[src/rtl/lc3_mem_sequencer.sv]
// LC-3 data memory access sequencer.
// Walks LD/ST and their indirect forms through IND/RD/WR memory phases.
module lc3_mem_sequencer (
    input  logic        clock,
    input  logic        reset,
    input  logic        start,
    input  logic [1:0]  op,
    input  logic [15:0] M_Addr,
    input  logic [15:0] M_Data,
    input  logic [15:0] DMem_dout,
    output logic [15:0] DMem_addr,
    output logic [15:0] DMem_din,
    output logic        DMem_rd,
    output logic        DMem_we,
    output logic [1:0]  mem_state,
    output logic [15:0] load_data,
    output logic        busy,
    output logic        done,
    output logic        overlap_err
);

    typedef enum logic [1:0] {
        IDLE,
        IND,
        RD,
        WR
    } state_t;

    state_t      state;
    state_t      state_nx;
    logic [1:0]  op_q;
    logic [15:0] addr_q;
    logic [15:0] data_q;
    logic [15:0] ind_q;

    always_ff @(posedge clock) begin
        if (reset) begin
            state <= IDLE;
        end else begin
            state <= state_nx;
        end
    end

    always_comb begin
        state_nx = state;
        unique case (state)
            IDLE: begin
                if (start) begin
                    if (op[1]) begin
                        state_nx = IND;
                    end else if (op[0]) begin
                        state_nx = WR;
                    end else begin
                        state_nx = RD;
                    end
                end
            end
            IND:     state_nx = op_q[0] ? WR : RD;
            RD:      state_nx = IDLE;
            WR:      state_nx = IDLE;
            default: state_nx = IDLE;
        endcase
    end

    always_comb begin
        DMem_addr = 16'h0000;
        DMem_din  = 16'h0000;
        DMem_rd   = 1'b0;
        DMem_we   = 1'b0;
        mem_state = 2'd3;
        unique case (state)
            IDLE: mem_state = 2'd3;
            IND: begin
                mem_state = 2'd2;
                DMem_addr = addr_q;
                DMem_rd   = 1'b1;
            end
            RD: begin
                mem_state = 2'd0;
                DMem_addr = (op_q == 2'b10) ? ind_q : addr_q;
                DMem_rd   = 1'b1;
            end
            WR: begin
                mem_state = 2'd1;
                DMem_addr = (op_q == 2'b11) ? ind_q : addr_q;
                DMem_din  = data_q;
                DMem_we   = 1'b1;
            end
            default: mem_state = 2'd3;
        endcase
    end

    assign busy = (state != IDLE);

    // Request registers only load on acceptance; starts while busy are dropped.
    always_ff @(posedge clock) begin
        if (reset) begin
            op_q        <= 2'b00;
            addr_q      <= 16'h0000;
            data_q      <= 16'h0000;
            ind_q       <= 16'h0000;
            load_data   <= 16'h0000;
            done        <= 1'b0;
            overlap_err <= 1'b0;
        end else begin
            if (state == IDLE && start) begin
                op_q   <= op;
                addr_q <= M_Addr;
                data_q <= M_Data;
            end
            if (state == IND) begin
                ind_q <= DMem_dout;
            end
            if (state == RD) begin
                load_data <= DMem_dout;
            end
            done <= (state == RD) || (state == WR);
            if (start && state != IDLE) begin
                overlap_err <= 1'b1;
            end
        end
    end

endmodule

[config.mk]
export PLATFORM = sky130hd
export DESIGN_NAME = lc3_mem_sequencer
export DESIGN_NICKNAME = d
export VERILOG_FILES = /design/src/rtl/lc3_mem_sequencer.sv
export SDC_FILE = /design/constraint.sdc
export NUM_CORES = 1
export LEC_CHECK = 0
export BUFFER_PORTS_ARGS = -buffer_cell sky130_fd_sc_hd__buf_4
export CAP_MARGIN = 20
export CORE_ASPECT_RATIO = 0.6
export CORE_MARGIN = 3
export CORE_UTILIZATION = 50
export DETAILED_ROUTE_END_ITERATION = 8
export PLACE_DENSITY = 0.79
export SYNTH_ARGS = -nofsm -noshare
export SYNTH_HDL_FRONTEND = slang
export SYNTH_SLANG_ARGS = --single-unit
[constraint.sdc]
create_clock -name clock -period 2.1 [get_ports clock]
set_input_delay 0.42 -clock clock [delete_from_list [all_inputs] [get_ports clock]]
set_output_delay 0.42 -clock clock [all_outputs]
set_load 0.02 [all_outputs]
* Yosys cells after proc, flatten, opt, wreduce, memory -nomap -nowiden
Cells that the tools add are included. Widths: inputs -> output; s select.
Word-level totals: register bits after elaboration 70, bits in latches 0, bits in writable memories 0, memory bits (read-only) 0, output and inout port bits 55, word-level logic and storage cells 33, memories kept 0
Cells by class: add/subtract/negate cells 0, multipliers 0, divide/modulo/power cells 0, order comparisons 0, equality and inequality tests 6, shifts and indexed selects 0, mux-type cells 12, bitwise logic cells 0, reductions and logical operators 7
Operators by type and width (number):
- $mux 16 | 3
- $pmux 16 s3 | 1
- $eq 2x2->1 const B | 4
- $pmux 2 s4 | 1
- $pmux 2 s3 | 1
- $mux 1 | 4
- $mux 2 | 2
- $reduce_or 2->1 | 2
- $eq 2x1->1 const B | 1
- $logic_and 1x1->1 | 2
- $logic_not 2->1 | 1
- $ne 2x2->1 const B | 1
- $reduce_bool 2->1 | 1
- $logic_or 1x1->1 | 1

* Depth between registers and ports, before layout
depth in word-level cells 4, mapped depth 7

* Least setup slack after synthesis
No wires, ideal clock.
path type flip-flop to output port, start point register state[0], end point output DMem_addr[10], arrival time 1.668 ns, data required time 1.680 ns, setup slack 0.012 ns, stages on the path, launching flop included 8, buffers on the path 2, cell sequence dfxtp_1 inv_1 ha_1 buf_6 a21o_1 o21ba_1 buf_6 a221o_1
On the way: longest elaborated chain between the ends 2
Ends and longest elaborated chain:
- start, declared | line 29 | state_t state;
- start signal, assigned | line 40 | state <= state_nx;
- $eq 2x2->1 / $eq 2x1->1 (equally long branches) | line 71 | unique case (state)
- $pmux 16 s3 * | line 71
- end, declared | line 11 | output logic [15:0] DMem_addr,
Every way passes the cells marked *; elsewhere a longest branch is shown, timed or not.

* Worst setup path after layout
start point register state[0], end point output DMem_addr[15]
Same word-level chain as after synthesis.

==> impl_results.md <==
- Status: complete, but fails checks
- Failing checks: setup timing
- DRT iter0 DRCs: 253
- Skew-Pair Late Insertion Delay: 0.35 ns
- Root cell of the clock tree: clkbuf_8
- Number of flops mapped to enable cells by yosys: 0
- Antenna Nets Post-Route: 0
- Ys Warns: 0
- Dpl hpwl: 6007 µm
- Synth Instances: 381
- Crit. Startpoint: state[0]
- Worst Hold Slack: 0.3083 ns
- Overflow after GRT: 0
- Clock-pin slew on the worst setup and hold paths: 0.08 ns
- Port Buffers: 107
- RR Startpoint: state[0]
- Row Count: 21
- RR Endpoint: addr_q[11]
- Register area share after synthesis: 43.87%
- CP Data Required Time: 1.68 ns
- Leak Pwr: 0.001848 µW
- Worst Tran Pin Value: 0.7207 ns
- Synth unique cells: 26
- Final wirelength: 9170 µm
- Final Max Slew Viols: 0
- TritonRoute pass-1 iters: 4
- # Max-Cap Violations: 0
- Initial antenna violation count: 0
- Final hold violations: 0
- Hold crit path type: input port to register
- Max Freq: 435.6 MHz
- CP max FO: 6
- Top post-synthesis cells by area: dfxtp_1, mux2i_1, nand2_1
- Vias in the first global route: 2847
- Area delta synth->final: 38.39%
- Placed Area: 4063 µm²
- Largest net degree at the start of global routing: 71
- Post-synth top cells: nand2_1, dfxtp_1, a21oi_1, nor2_1, mux2i_1
- Synthesized Nets: 439
- Endpoints failing setup: 17
- Tot Pwr: 3966 µW
- Setup WS post-layout: -0.1958 ns
- Ant diodes: 0
- Yosys reg bits: 70
- Top-count cell post-synth: nand2_1
- Met3 wire len: 907 µm
- FFs w/ async S/R, synth: 0%
- Power density cells: 897.1 nW/µm²
- CTS buffer count: 9
- Drt wl/cell: 16.12 µm
- Full die area: 7415 µm²
- Deepest clock path buffer count: 2
- Crit path DAT: 1.88 ns
- CTS Sinks: 70
- Tot GR Track Use: 25.20%
- Nets: 542
- H-tree depth: 3
- Worst Skew: 0.008933 ns
- First-pass GRT wire length: 14220 µm
- Synthesized area per cell: 8.384 µm²
- Worst reg-to-reg setup slack: 0.53 ns
- Vias per cell: 5.350
- Met2 WL: 3864 µm
- Cell Count, Final, Fillers Out: 569
- Initial Utilization: 54.52%
- Share of layout cells above drive strength 1: 31.49%
- Fin crit share: 109.3%
- Hold buffers post-CTS: 0
- Cells on worst reg2reg path: 7
- Crit path capture: DMem_addr[15]
- Uppermost layer routed: met4
- Crit path kind: register to output pin
- Via count of the routed design: 3044
- Fillers: 423
- Post-synth top flop: dfxtp_1
- DRC violations left: 0
- Chip width: 109.2 µm
- Cell Area, Synth: 3194 µm²
- Post-route cell area: 4420 µm²
- Io pins: 108
- Top-area cell type share of the netlist area: 43.87%
- Max VDD drop: 0.4798 mV
- Chip height: 67.91 µm
- Final core occ: 75.44%
- Relative slew slack: 51.95%
- Min Tclk post-route: 2.296 ns
- Worst setup EP type: output pin
- Startpoint Class: register
- Met1 wire length: 4230 µm
- Routability Congestion: 0.8621
- Synth area leader: dfxtp_1
- Inst Count DP: 550
- CTS tree: done
- Core area: 5859 µm²
- RSZ-0062 raised after global routing: true
==> where the power goes <==
part / internal (µW) / switching [µW] / leakage, µW / total (µW)
clock: 589 / 535 / 0.000103 / 1120
sequential: 1500 / 135 / 0.000574 / 1630
combinational: 552 / 660 / 0.00117 / 1210
total: 2640 / 1330 / 0.00185 / 3970
==> stage by stage <==
step / setup TNS (ns) / worst slack, ns
2_1_floorplan: 0 / 0.01189
4_1_cts: -3.201 / -0.2181
5_1_grt: -3.684 / -0.2445
3_5_place_dp: -1.508 / -0.1265
3_3_place_gp: -0.3756 / -0.03045
6_report: -2.751 / -0.1958
==> layer usage <==
layer | up-vias | track usage [%]
li1 | 1494 | -
met1 | 1410 | 34.43
met2 | 123 | 37.31
met3 | 17 | 7.540
met4 | 0 | 10.42
met5 | - | 0
==> critical path: stages (launching register included) <==
cell,delay [ns]
dfxtp_4,0.38
inv_4,0.05
ha_4,0.16
a21o_1,0.22
o21ba_4,0.24
a221o_1,0.34
buf_6,0.14
==> worst min path at each step <==
stage / from / to / slack [ns] / depth (start not counted)
after global placement: data_q[12] / data_q[12] / 0.44 / 2
after global routing: M_Addr[1] / addr_q[1] / 0.31 / 3
after detailed placement: data_q[6] / data_q[6] / 0.44 / 2
after floorplan: data_q[0] / data_q[0] / 0.43 / 2
final: DMem_dout[8] / ind_q[8] / 0.31 / 3
after CTS: DMem_dout[8] / ind_q[8] / 0.30 / 3
==> cells by family (layout without fill, tap and decap cells) <==
kind of cell	count (synthesis)	count (layout)	share of synthesized area, %
adders and majority gates	5	5	1.958
AOI/OAI and AO/OA	76	77	14.73
buffers and inverters	34	141	4.778
DFF	70	70	43.87
muxes	32	32	10.03
and+or+nand+nor	164	164	24.64
==> final cells by class <==
class,instances,area (µm²),share of cell area [%]
clock inverter,6,68.82,1.557
multi-input combinational,278,1704,38.55
clock buffer,10,137.6,3.114
tap,80,100.1,2.264
timing repair buffer,121,980.9,22.19
sequential,70,1409,31.87
inverter,4,20.02,0.4529
==> flip-flops by register name, indices dropped and copies added (netlist names) <==
register	cells
addr_q	16
data_q	16
ind_q	16
load_data	16
op_q	2
state	2
done	1
overlap_err	1
==> repair_timing <==
action / 4_1_cts / 5_1_grt
resized for setup: 26 / 13
setup endpoints to repair: 17 / 17
hold endpoints to repair: 0 / 0
pin swaps: 15 / 1
gates cloned: 1 / 1
setup buffers: 1 / 0
==> placed cells by master (no fill, tap or decap), drive strengths merged <==
cell      synthesis  final
a21oi            49     49
o21ai             4      4
a31oi             6      6
nor2             36     36
clkinvlp          0      1
and2b             1      1
and2             17     17
nand2            73     73
a21o              1      1
bufinv            0      1
ha                5      5
a311oi            1      1
buf               9    121
dfxtp            70     70
or2               2      2
inv               4      6
mux2i            32     32
nand2b           16     16
clkinv            0      2
nand3b           14     14
and4b             3      3
a221o            13     13
and3              1      1
nand3             1      1
clkbuf           21     10
o21ba             1      2
a21boi            1      1
(Power assumes the default switching activity.)
